<file path="config.mk">
export PLATFORM = sky130hd
export DESIGN_NAME = soc_mem_arbiter_flat
export DESIGN_NICKNAME = d
export VERILOG_FILES = /design/src/rtl/soc_mem_arbiter_if.sv /design/src/rtl/soc_mem_arbiter.sv /design/src/flat_wrapper.sv
export SDC_FILE = /design/constraint.sdc
export NUM_CORES = 1
export LEC_CHECK = 0
export ABC_AREA = 1
export CAP_MARGIN = 20
export CORE_AREA = 2 2 105 107
export CTS_BUF_LIST = sky130_fd_sc_hd__clkbuf_8
export CTS_CLUSTER_DIAMETER = 30
export DETAILED_ROUTE_END_ITERATION = 6
export DIE_AREA = 0 0 107 109
export HOLD_SLACK_MARGIN = 0.1
export PLACE_DENSITY = 0.69
export SKIP_CTS_REPAIR_TIMING = 1
export SYNTH_ARGS = -nofsm -noshare
export SYNTH_HDL_FRONTEND = slang
export SYNTH_SLANG_ARGS = --single-unit
</file>
<file path="constraint.sdc">
create_clock -name clk -period 2.7 [get_ports clk]
set_input_delay 0.27 -clock clk [delete_from_list [all_inputs] [get_ports clk]]
set_output_delay 0.27 -clock clk [all_outputs]
set_load 0.05 [all_outputs]
</file>
<file path="src/rtl/soc_mem_arbiter_if.sv">
// Bus bundle between the Ibex instruction/data ports, the arbiter and the shared SRAM.
// The slave modport is the arbiter's view; master is the view of the cores plus the RAM.
interface soc_mem_arbiter_if #(
  parameter int unsigned MEM_WORDS = 8192
);
  localparam int unsigned AW = $clog2(MEM_WORDS);

  logic          i_req;
  logic          i_gnt;
  logic          i_rvalid;
  logic [31:0]   i_addr;
  logic [31:0]   i_rdata;
  logic [6:0]    i_rdata_intg;
  logic          i_err;

  logic          d_req;
  logic          d_gnt;
  logic          d_rvalid;
  logic          d_we;
  logic [3:0]    d_be;
  logic [31:0]   d_addr;
  logic [31:0]   d_wdata;
  logic [31:0]   d_rdata;
  logic [6:0]    d_rdata_intg;
  logic          d_err;

  logic          mem_req;
  logic          mem_we;
  logic [3:0]    mem_be;
  logic [AW-1:0] mem_addr;
  logic [31:0]   mem_wdata;
  logic [31:0]   mem_rdata;

  modport slave (
    input  i_req, i_addr,
    output i_gnt, i_rvalid, i_rdata, i_rdata_intg, i_err,
    input  d_req, d_we, d_be, d_addr, d_wdata,
    output d_gnt, d_rvalid, d_rdata, d_rdata_intg, d_err,
    output mem_req, mem_we, mem_be, mem_addr, mem_wdata,
    input  mem_rdata
  );

  modport master (
    output i_req, i_addr,
    input  i_gnt, i_rvalid, i_rdata, i_rdata_intg, i_err,
    output d_req, d_we, d_be, d_addr, d_wdata,
    input  d_gnt, d_rvalid, d_rdata, d_rdata_intg, d_err,
    input  mem_req, mem_we, mem_be, mem_addr, mem_wdata,
    output mem_rdata
  );
endinterface

</file>
<file path="src/rtl/soc_mem_arbiter.sv">
// Round-robin arbiter sharing one single-port, one-cycle-latency SRAM between the
// Ibex instruction and data ports; out-of-range accesses complete with err.
module soc_mem_arbiter #(
  parameter logic [31:0] BASE_ADDR = 32'h0000_0000,
  parameter int unsigned MEM_WORDS = 8192
) (
  input logic              clk,
  input logic              rst_n,
  soc_mem_arbiter_if.slave bus
);
  localparam int unsigned AW        = $clog2(MEM_WORDS);
  localparam logic [31:0] MEM_BYTES = 32'(MEM_WORDS) << 2;

  logic        grantI;
  logic        grantD;
  logic        anyGnt;
  logic        contended;
  logic        inRange;
  logic [31:0] selAddr;
  logic [31:0] off;

  logic rspValid_q, rspValid_d;
  logic rspOwner_q, rspOwner_d;
  logic rspErr_q, rspErr_d;
  logic lastD_q, lastD_d;

  // Data only wins a tie when instruction did not lose the previous tie.
  always_comb begin
    contended = bus.i_req & bus.d_req;
    grantD    = bus.d_req & (~bus.i_req | ~lastD_q);
    grantI    = bus.i_req & ~grantD;
    anyGnt    = grantI | grantD;
    selAddr   = grantD ? bus.d_addr : bus.i_addr;
    off       = selAddr - BASE_ADDR;
    inRange   = off < MEM_BYTES;
  end

  always_comb begin
    bus.i_gnt     = grantI;
    bus.d_gnt     = grantD;
    bus.mem_req   = anyGnt & inRange;
    bus.mem_addr  = '0;
    bus.mem_we    = 1'b0;
    bus.mem_be    = 4'h0;
    bus.mem_wdata = 32'h0;
    if (grantD) begin
      bus.mem_addr  = off[AW+1:2];
      bus.mem_we    = bus.d_we;
      bus.mem_be    = bus.d_be;
      bus.mem_wdata = bus.d_wdata;
    end else if (grantI) begin
      bus.mem_addr  = off[AW+1:2];
      bus.mem_be    = 4'hF;
    end
  end

  always_comb begin
    rspValid_d = anyGnt;
    rspOwner_d = rspOwner_q;
    rspErr_d   = rspErr_q;
    lastD_d    = lastD_q;
    if (anyGnt) begin
      rspOwner_d = grantD;
      rspErr_d   = ~inRange;
    end
    if (contended) begin
      lastD_d = grantD;
    end
  end

  always_ff @(posedge clk or negedge rst_n) begin
    if (!rst_n) begin
      rspValid_q <= 1'b0;
      rspOwner_q <= 1'b0;
      rspErr_q   <= 1'b0;
      lastD_q    <= 1'b1;
    end else begin
      rspValid_q <= rspValid_d;
      rspOwner_q <= rspOwner_d;
      rspErr_q   <= rspErr_d;
      lastD_q    <= lastD_d;
    end
  end

  // RAM data is forwarded only to the owner of a successful response.
  always_comb begin
    bus.i_rvalid     = rspValid_q & ~rspOwner_q;
    bus.d_rvalid     = rspValid_q & rspOwner_q;
    bus.i_err        = bus.i_rvalid & rspErr_q;
    bus.d_err        = bus.d_rvalid & rspErr_q;
    bus.i_rdata      = (bus.i_rvalid & ~rspErr_q) ? bus.mem_rdata : 32'h0;
    bus.d_rdata      = (bus.d_rvalid & ~rspErr_q) ? bus.mem_rdata : 32'h0;
    bus.i_rdata_intg = 7'h0;
    bus.d_rdata_intg = 7'h0;
  end
endmodule

</file>
<file path="src/flat_wrapper.sv">
// flat-port wrapper written by rule: the top's interface ports become plain ports
module soc_mem_arbiter_flat 
#(
  parameter logic [31:0] BASE_ADDR = 32'h0000_0000,
  parameter int unsigned MEM_WORDS = 8192
)
  (clk, rst_n, bus_i_req, bus_i_addr, bus_i_gnt, bus_i_rvalid, bus_i_rdata, bus_i_rdata_intg, bus_i_err, bus_d_req, bus_d_we, bus_d_be, bus_d_addr, bus_d_wdata, bus_d_gnt, bus_d_rvalid, bus_d_rdata, bus_d_rdata_intg, bus_d_err, bus_mem_req, bus_mem_we, bus_mem_be, bus_mem_addr, bus_mem_wdata, bus_mem_rdata);
  soc_mem_arbiter_if #(.MEM_WORDS(MEM_WORDS)) bus_i ();
  input logic clk;
  input logic rst_n;
  input wire logic [$bits(bus_i.i_req)-1:0] bus_i_req;
  input wire logic [$bits(bus_i.i_addr)-1:0] bus_i_addr;
  output wire logic [$bits(bus_i.i_gnt)-1:0] bus_i_gnt;
  output wire logic [$bits(bus_i.i_rvalid)-1:0] bus_i_rvalid;
  output wire logic [$bits(bus_i.i_rdata)-1:0] bus_i_rdata;
  output wire logic [$bits(bus_i.i_rdata_intg)-1:0] bus_i_rdata_intg;
  output wire logic [$bits(bus_i.i_err)-1:0] bus_i_err;
  input wire logic [$bits(bus_i.d_req)-1:0] bus_d_req;
  input wire logic [$bits(bus_i.d_we)-1:0] bus_d_we;
  input wire logic [$bits(bus_i.d_be)-1:0] bus_d_be;
  input wire logic [$bits(bus_i.d_addr)-1:0] bus_d_addr;
  input wire logic [$bits(bus_i.d_wdata)-1:0] bus_d_wdata;
  output wire logic [$bits(bus_i.d_gnt)-1:0] bus_d_gnt;
  output wire logic [$bits(bus_i.d_rvalid)-1:0] bus_d_rvalid;
  output wire logic [$bits(bus_i.d_rdata)-1:0] bus_d_rdata;
  output wire logic [$bits(bus_i.d_rdata_intg)-1:0] bus_d_rdata_intg;
  output wire logic [$bits(bus_i.d_err)-1:0] bus_d_err;
  output wire logic [$bits(bus_i.mem_req)-1:0] bus_mem_req;
  output wire logic [$bits(bus_i.mem_we)-1:0] bus_mem_we;
  output wire logic [$bits(bus_i.mem_be)-1:0] bus_mem_be;
  output wire logic [$bits(bus_i.mem_addr)-1:0] bus_mem_addr;
  output wire logic [$bits(bus_i.mem_wdata)-1:0] bus_mem_wdata;
  input wire logic [$bits(bus_i.mem_rdata)-1:0] bus_mem_rdata;
  assign bus_i.i_req = bus_i_req;
  assign bus_i.i_addr = bus_i_addr;
  assign bus_i_gnt = bus_i.i_gnt;
  assign bus_i_rvalid = bus_i.i_rvalid;
  assign bus_i_rdata = bus_i.i_rdata;
  assign bus_i_rdata_intg = bus_i.i_rdata_intg;
  assign bus_i_err = bus_i.i_err;
  assign bus_i.d_req = bus_d_req;
  assign bus_i.d_we = bus_d_we;
  assign bus_i.d_be = bus_d_be;
  assign bus_i.d_addr = bus_d_addr;
  assign bus_i.d_wdata = bus_d_wdata;
  assign bus_d_gnt = bus_i.d_gnt;
  assign bus_d_rvalid = bus_i.d_rvalid;
  assign bus_d_rdata = bus_i.d_rdata;
  assign bus_d_rdata_intg = bus_i.d_rdata_intg;
  assign bus_d_err = bus_i.d_err;
  assign bus_mem_req = bus_i.mem_req;
  assign bus_mem_we = bus_i.mem_we;
  assign bus_mem_be = bus_i.mem_be;
  assign bus_mem_addr = bus_i.mem_addr;
  assign bus_mem_wdata = bus_i.mem_wdata;
  assign bus_i.mem_rdata = bus_mem_rdata;
  soc_mem_arbiter #(.BASE_ADDR(BASE_ADDR), .MEM_WORDS(MEM_WORDS)) u_core (.clk(clk), .rst_n(rst_n), .bus(bus_i));
endmodule
</file>
## Word level (Yosys, flattened, before mapping)

Index checks and enable logic that the tools add are counted.

| cells by class | value |
|---|---|
| add/sub/neg operators | 0 |
| multiply operators | 0 |
| div/mod/pow operators | 0 |
| $lt $le $gt $ge | 1 |
| equality and inequality tests | 0 |
| shift-type cells | 0 |
| multiplexer cells | 9 |
| bitwise logic cells | 18 |
| reductions and logical operators | 0 |

Operators by type and width:

| kind | number |
|---|---|
| 32-bit 2-to-1 mux | 4 |
| 32-bit by 16-bit less-than comparator with 1-bit output (second input constant) | 1 |
| 13-bit 2-to-1 mux | 2 |
| 1-bit AND | 10 |
| 4-bit 2-to-1 mux | 2 |
| 1-bit NOT | 6 |
| 1-bit OR | 2 |
| 1-bit 2-to-1 mux | 1 |

| word-level totals | value |
|---|---|
| register bits | 4 |
| latch bits | 0 |
| bits in writable memories | 0 |
| bits in read-only memories | 0 |
| input bits | 137 |
| memories | 0 |

## Logic depth before layout (Yosys ltp)

| depth | value |
|---|---|
| depth after elaboration | 7 |
| gate-level depth with buffers | 8 |

## Least setup slack after synthesis

No wires, ideal clock.

| timing path | value |
|---|---|
| kind | register to output |
| from | register u_core.rspOwner_q |
| to | output port bus_i_rdata[10] |
| arrival time | 2.237 ns |
| data required time | 2.430 ns |
| setup slack | 0.193 ns |
| stages on the path, launching flop included | 5 |
| path buffers | 1 |
| path through | dfrtp_1 -> nor2_1 -> nand2_1 -> clkbuf_1 -> nor2_1 |

| between the ends | value |
|---|---|
| word-level cells in the longest chain between the ends | 4 |

RTL lines:

| item | line | source |
|---|---|---|
| start, declared | soc_mem_arbiter.sv:23 | `logic rspOwner_q, rspOwner_d;` |
| start signal, assigned | soc_mem_arbiter.sv:79 | `rspOwner_q <= rspOwner_d;` |
| 1-bit NOT | soc_mem_arbiter.sv:87 | `bus.i_rvalid = rspValid_q & ~rspOwner_q;` |
| 1-bit AND | soc_mem_arbiter.sv:87 |  |
| named net bus_i_rvalid | flat_wrapper.sv:14 | `output wire logic [$bits(bus_i.i_rvalid)-1:0] bus_i_rvalid;` |
| 1-bit AND | soc_mem_arbiter.sv:91 | `bus.i_rdata = (bus.i_rvalid & ~rspErr_q) ? bus.mem_rdata : 32'h0;` |
| 32-bit 2-to-1 mux | soc_mem_arbiter.sv:91 |  |
| end, declared | flat_wrapper.sv:15 | `output wire logic [$bits(bus_i.i_rdata)-1:0] bus_i_rdata;` |

The timed path passes the listed nets, and every way through them passes these cells.

## Worst setup path in the final report

| timing path | value |
|---|---|
| from | input port bus_i_req |
| to | output port bus_mem_addr[9] |

| between the ends | value |
|---|---|
| word-level cells in the longest chain between the ends | 7 |
| elaborated cells between the ends (all ways) | 8 |

RTL lines:

| item | line | source |
|---|---|---|
| start, declared | flat_wrapper.sv:11 | `input wire logic [$bits(bus_i.i_req)-1:0] bus_i_req;` |
| 1-bit NOT | soc_mem_arbiter.sv:30 | `grantD = bus.d_req & (~bus.i_req \| ~lastD_q);` |
| 1-bit OR | soc_mem_arbiter.sv:30 |  |
| 1-bit AND | soc_mem_arbiter.sv:30 |  |
| 1-bit NOT | soc_mem_arbiter.sv:31 | `grantI = bus.i_req & ~grantD;` |
| 1-bit AND | soc_mem_arbiter.sv:31 |  |
| 13-bit 2-to-1 mux | soc_mem_arbiter.sv:51 | `end else if (grantI) begin` |
| 13-bit 2-to-1 mux (*) | soc_mem_arbiter.sv:46 | `if (grantD) begin` |
| end, declared | flat_wrapper.sv:31 | `output wire logic [$bits(bus_i.mem_addr)-1:0] bus_mem_addr;` |

Every way passes the cells marked *; elsewhere a longest branch is shown, timed or not.

==> impl_metrics.json <==
{
  "status": "finished, final reports clean",
  "syn_inst": 274,
  "synthXorXnorAreaFrac": 0,
  "drcViolationCount": 0,
  "nFillCells": 1098,
  "dieArea_um2": 11700,
  "max_freq_mhz": 456,
  "start_util": 0.121,
  "numCtsBuffers": 3,
  "maxSlewHeadroom": 0.659,
  "synth-edff-count": 0,
  "crit_type": "input port to output pin",
  "vdd_ir_drop_max_mv": 0.177,
  "syn_to_final_growth_pct": 211,
  "power.share.combinational": 0.824,
  "diodes": 0,
  "worst_pin_slew_ns": 0.510,
  "fin_crit_ns": 2.20,
  "antenna_found_initial": 0,
  "synthTopCellsByArea": "nor2_1, inv_1, buf_4, a22o_1, nand2_1",
  "crit_start": "bus_i_req",
  "setup_viol": 0,
  "hp-class": "input port to async pin",
  "fin_util": 0.376,
  "final-seq-area_um2": 101,
  "gp_congestion": 0.674,
  "multi_input_area_um2": 776,
  "p_seq_frac": 0.063,
  "synthArstFlopShare": 1.00,
  "ant_nets": 0,
  "grt_usage": 0.104,
  "synth-seq-cells": 4,
  "end_kind": "output pin",
  "clkLatencyLatePin_ns": 0.22,
  "drt-total-wl_um": 6960,
  "hold_viol": 0,
  "first_pass_iters": 4,
  "slew_violations": 0,
  "cts_sinks": 4,
  "cts-root-buf": "clkbuf_8",
  "grt_max_degree": 33,
  "leakagePower_nw": 2.16,
  "synth_top_area_cell": "nor2_1",
  "cp.arrival_ns": 1.93,
  "vias": 2387,
  "synthSimpleGateAreaFrac": 0.461,
  "drt_iter0_drc": 103,
  "path_delay_family": "buffers and inverters",
  "syn_area_per_cell_um2": 4.68,
  "grt_setup_unrepaired": "false",
  "synth_compound_area_frac": 0.104,
  "core_um2": 10600,
  "synth_cell_type_count": 19,
  "worstSetupStartpointType": "input port",
  "chipWidth_um": 107,
  "synth.most_common_cell": "nor2_1",
  "power_density_nw_per_um2": 294,
  "synth_ff_type": "dfrtp_1",
  "io_pins": 272,
  "worst_path_max_delay_cell": "clkdlybuf4s50_1",
  "skew_ns": 0.00194,
  "synth_common_cells": "nor2_1, inv_1, nand2_1",
  "wl_per_cell_um": 10.5,
  "power.share.switching": 0.504,
  "grt_pass1_wl_um": 10100,
  "num_rows": 38,
  "power.internal_uw": 581,
  "r2r_start": "u_core.lastD_q",
  "synth_top_family_by_area": "simple AND/OR/NAND/NOR gates",
  "required_ns": 2.43,
  "io_buffer_count": 253,
  "place_hpwl_um": 6320,
  "cap_violations": 0,
  "clockBufferDepth": 2,
  "p_switching_uw": 590,
  "die_y_um": 109,
  "htreeDepth": 1,
  "yosys_warnings": 0,
  "power_frac_clock": 0.113,
  "vias_per_cell": 3.61,
  "tritoncts": "yes",
  "grt-ovfl-total": 0,
  "crit_buf_inv": 3,
  "cp_cell_sequence": "clkdlybuf4s50_1, nand2_1, nand2_2, nand2_1, inv_1, a22o_1, buf_12",
  "seq_area_frac_synth": 0.0791,
  "cp_max_fo": 14,
  "slowest_delay_ns": 0.53,
  "fin_tns_setup_ns": 0,
  "yosysTopAreaCellShare": 0.352,
  "layout-drive-gt1-share": 0.249,
  "design.final.nets": 660,
  "crit_path_frequent_cell": "nand2_1",
  "grt_pass1_vias": 2230,
  "path_clk_slew_ns": 0.03,
  "syn-cell-area_um2": 1280,
  "period_share": 0.813,
  "synth.mux.area_fraction": 0,
  "synth_fa_ha_area_frac": 0
}
## layout by cell type, fill, tap and decap left out
cell	netlist	layout
a21oi_1	1	1
a22o_1	12	12
a22o_4	1	1
buf_12	0	27
buf_4	15	94
clkbuf_8	0	3
clkdlybuf4s50_1	0	136
conb_1	1	14
dfrtp_1	3	3
dfstp_2	1	1
inv_1	73	74
inv_4	1	1
nand2_1	27	27
nand2_2	1	1
nand3_1	3	3
nor2_1	120	120
nor3_1	1	1
o21ai_0	1	1
or2_2	2	2
## layout make-up
type                            instances  area share
Clock buffer                            3      0.0104
Clock inverter                          1    0.000942
Multi-Input combinational cell        183       0.195
Inverter                               74      0.0703
Tap cell                              140      0.0440
Sequential cell                         4      0.0254
Timing Repair Buffer                  257       0.654
## power groups by stage
stage	clock (mW)	combinational [mW]	sequential (mW)
CTS	0.134	0.972	0.0742
global route	0.141	1.01	0.0749
finish	0.133	0.964	0.0737
floorplan	0	0.522	0.0710
global placement	0	0.963	0.0747
detailed placement	0	0.970	0.0749
## stage by stage
stage	hold slack (ns)	power (mW)	worst slack (ns)	cell area, µm²	instances
after floorplan	-0.0256	0.593	0.193	1330	287
after global placement	0.481	1.04	0.479	3940	658
after detailed placement	0.479	1.04	0.476	3940	658
after CTS	0.248	1.18	0.478	3990	662
after global routing	0.260	1.23	0.328	3990	662
final	0.245	1.17	0.505	3990	662
## worst paths after layout
path                                         to  cells past startpoint  slack, ns
worst min register to register   u_core.lastD_q                      2       0.49
worst max register to register  u_core.rspErr_q                      8       1.32
worst min-delay path            u_core.rspErr_q                      1       0.25
max in group asynchronous        u_core.lastD_q                      1       2.22
min in group clk                 u_core.lastD_q                      2       0.49
worst max-delay path            bus_mem_addr[9]                      7       0.50
## worst reg2reg max path, cell delays in order, from the launching register on
cell	delay [ns]
dfstp_2	0.52
nand2_1	0.06
nand2_2	0.08
buf_4	0.18
inv_4	0.12
nor2_1	0.11
nand3_1	0.09
nand3_1	0.08
nand2_1	0.05
## state kept, by name (all words and copies together), names as in the netlist
| register | flops |
|---|---|
| u_core.rspValid_q | 1 |
| u_core.lastD_q | 1 |
| u_core.rspErr_q | 1 |
| u_core.rspOwner_q | 1 |
## layer usage
metal  track usage  part of all wire
met1         0.112              0.36
met2         0.206              0.52
met3        0.0281              0.12
met4        0.0186            0.0088
met5             0                 0
## kinds of logic after synthesis
| kind of cell | Yosys count |
|---|---|
| flops | 4 |
| simple gates | 154 |
| other cells | 1 |
| compound gates | 15 |
| buf+inv | 100 |
(Power assumes the default switching activity.)
==> variant: new RTL, same flow settings <==
`MEM_WORDS` is set to 8192 in 3 places; all go to 32768.
--- a/src/rtl/soc_mem_arbiter_if.sv
+++ b/src/rtl/soc_mem_arbiter_if.sv
@@ -1,7 +1,7 @@
 // Bus bundle between the Ibex instruction/data ports, the arbiter and the shared SRAM.
 // The slave modport is the arbiter's view; master is the view of the cores plus the RAM.
 interface soc_mem_arbiter_if #(
-  parameter int unsigned MEM_WORDS = 8192
+  parameter int unsigned MEM_WORDS = 32768
 );
   localparam int unsigned AW = $clog2(MEM_WORDS);
 
--- a/src/rtl/soc_mem_arbiter.sv
+++ b/src/rtl/soc_mem_arbiter.sv
@@ -2,7 +2,7 @@
 // Ibex instruction and data ports; out-of-range accesses complete with err.
 module soc_mem_arbiter #(
   parameter logic [31:0] BASE_ADDR = 32'h0000_0000,
-  parameter int unsigned MEM_WORDS = 8192
+  parameter int unsigned MEM_WORDS = 32768
 ) (
   input logic              clk,
   input logic              rst_n,
--- a/src/flat_wrapper.sv
+++ b/src/flat_wrapper.sv
@@ -2,7 +2,7 @@
 module soc_mem_arbiter_flat 
 #(
   parameter logic [31:0] BASE_ADDR = 32'h0000_0000,
-  parameter int unsigned MEM_WORDS = 8192
+  parameter int unsigned MEM_WORDS = 32768
 )
   (clk, rst_n, bus_i_req, bus_i_addr, bus_i_gnt, bus_i_rvalid, bus_i_rdata, bus_i_rdata_intg, bus_i_err, bus_d_req, bus_d_we, bus_d_be, bus_d_addr, bus_d_wdata, bus_d_gnt, bus_d_rvalid, bus_d_rdata, bus_d_rdata_intg, bus_d_err, bus_mem_req, bus_mem_we, bus_mem_be, bus_mem_addr, bus_mem_wdata, bus_mem_rdata);
   soc_mem_arbiter_if #(.MEM_WORDS(MEM_WORDS)) bus_i ();
Interface: changed (resized bus_mem_addr); port bits go from 272 to 274. No check against the original RTL was run, so the function may have changed too.
==> variant against the original RTL <==
  * Die area is the same
  * Sequential cell count is the same
  * Wire length shrank 0.11%
  * Worst setup slack gained 0.083 ns
  * Cell area shrank 1.6%
  * Power grew 0.48%
  * Core utilization shrank 0.59 points
  * Critical endpoint is now bus_mem_addr[7]
  * Synthesized area grew 1.5%
==> variant: results (changes against the original RTL) <==
Status: finished, final reports clean
First-pass GRT wire length: 9.83 mm (-2.3%)
GRT Overall Usage: 0.106 (+0.00124)
Layout cells sized above 1: 0.252 (+0.00337)
FILL cells: 1049 (-4.5%)
Critical Path AT: 1.84 ns (-0.09 ns)
Clock Skews: 0.00155 ns (-0.000391 ns)
Routed len/inst: 10.6 um (+0.34%)
CP startpoint: bus_i_req
Via count: 2423 (+1.5%)
Nets: 657 (-0.45%)
Critical path peak fanout: 18 (+4)
Vias in the first global route: 2242 (+0.54%)
Leakage: 2.14 nW (-1.0%)
Reg-to-reg startpoint: u_core.lastD_q
Max VDD drop: 0.000130 V (-27%)
Largest net degree at the start of global routing: 33 (unchanged)
RePlAce Congestion: 0.797 (+18%)
CTS Buffer Depth: 2 (unchanged)
First DRT Iteration DRCs: 101 (-1.9%)
R2r setup slk: 1.50 ns (+0.18 ns)
Worst skew pair latency: 0.22 ns (about the same)
Slowest stage cell, crit path: clkdlybuf4s50_1
Synth area leaders: nor2_1, inv_1, a22o_1
Num CTS Buffers: 3 (unchanged)
Hold WC Path Type: in2async
CTS clock-pin slew for the worst setup and hold paths: 0.03 ns (about the same)
Detailed Place HPWL: 6.23 mm (-1.5%)
Unique masters post-synth: 19 (unchanged)
Largest stage delay, worst path: 0.57 ns (+0.04 ns)
Htree depth: 1 (unchanged)
Buffers on Ports: 255 (+0.79%)
Worst Setup Start Kind: input pin
Top cells by count, synth: nor2_1, inv_1, nand2_1, a22o_1, buf_4
Max-slew headroom: 0.660 (+0.000954)
Diodes inserted: 0 (unchanged)
Synth warnings: 0 (unchanged)
Synth Flop Type: dfrtp_1
Synth async-reset ratio: 1.00 (unchanged)
Initial antenna violation count: 0 (unchanged)
Sequential-to-total area share from yosys stat: 0.0780 (-0.00114)
Pre-antenna DRT Iters: 4 (unchanged)
Root Buffer: clkbuf_8
-- variant: cell count changes after synthesis, moves of 2 or more --
cell,unedited run,this run
buf_2,3,9
clkbuf_1,6,0
a22o_1,12,15
nand2_1,27,24
nor2_1,120,117
inv_1,73,71
or2_2,2,0
-- variant: metal layers --
| layer | vias to the layer above | share of wire | track usage |
|---|---|---|---|
| met5 | - | 0 | 0 |
| met4 | 0 | 0.023 | 0.0557 |
| met3 | 8 | 0.11 | 0.0245 |
| met2 | 167 | 0.50 | 0.202 |
| met1 | 1016 | 0.36 | 0.107 |
| li1 | 1232 | - | - |
-- variant: power breakdown --
part,switching [W],internal (W)
registers,0.00000515,0.0000676
clock network,0.0000372,0.0000974
logic,0.000559,0.000410
total,0.000602,0.000575
-- variant: critical path, delay by kind of cell --
family	cells	cell delay, ns
AND/OR/NAND/NOR	3	0.43
AO/OA/AOI/OAI	1	0.22
buffers and inverters	3	0.92
-- variant: area by class of cell --
class,instances,area share
Clock buffer,3,0.0105
Multi-Input combinational cell,180,0.197
Clock inverter,1,0.000957
Timing Repair Buffer,258,0.651
Sequential cell,4,0.0258
Tap cell,140,0.0447
Inverter,73,0.0705
-- variant: cell families (layout without fill, tap and decap cells) --
logic type | count (synthesis) | in the layout | share of synthesized area
buffers and inverters | 100 | 335 | 0.366
AO/OA/AOI/OAI | 17 | 17 | 0.109
flip-flops | 4 | 4 | 0.0780
AND/OR/NAND/NOR | 149 | 149 | 0.445
other | 1 | 14 | 0.00288
-- variant: worst paths after layout --
check	endpoint	depth (start not counted)
min in group clk	u_core.rspErr_q	2
max in group asynchronous	u_core.lastD_q	1
setup / recovery	bus_mem_addr[7]	7
hold / removal	u_core.rspValid_q	1
hold reg to reg	u_core.rspErr_q	2
setup reg to reg	u_core.rspErr_q	6
-- variant: metrics by stage --
step / instance area, um^2 / hold slack [ns] / setup slack [ns] / util / instances
floorplan: 1350 / -0.0256 / 0.236 / - / 284
global placement: 3880 / 0.483 / 0.577 / 0.366 / 655
detailed placement: 3880 / 0.489 / 0.548 / 0.366 / 655
CTS: 3920 / 0.257 / 0.546 / 0.370 / 659
global route: 3920 / 0.275 / 0.467 / 0.370 / 659
finish: 3920 / 0.253 / 0.587 / 0.370 / 659
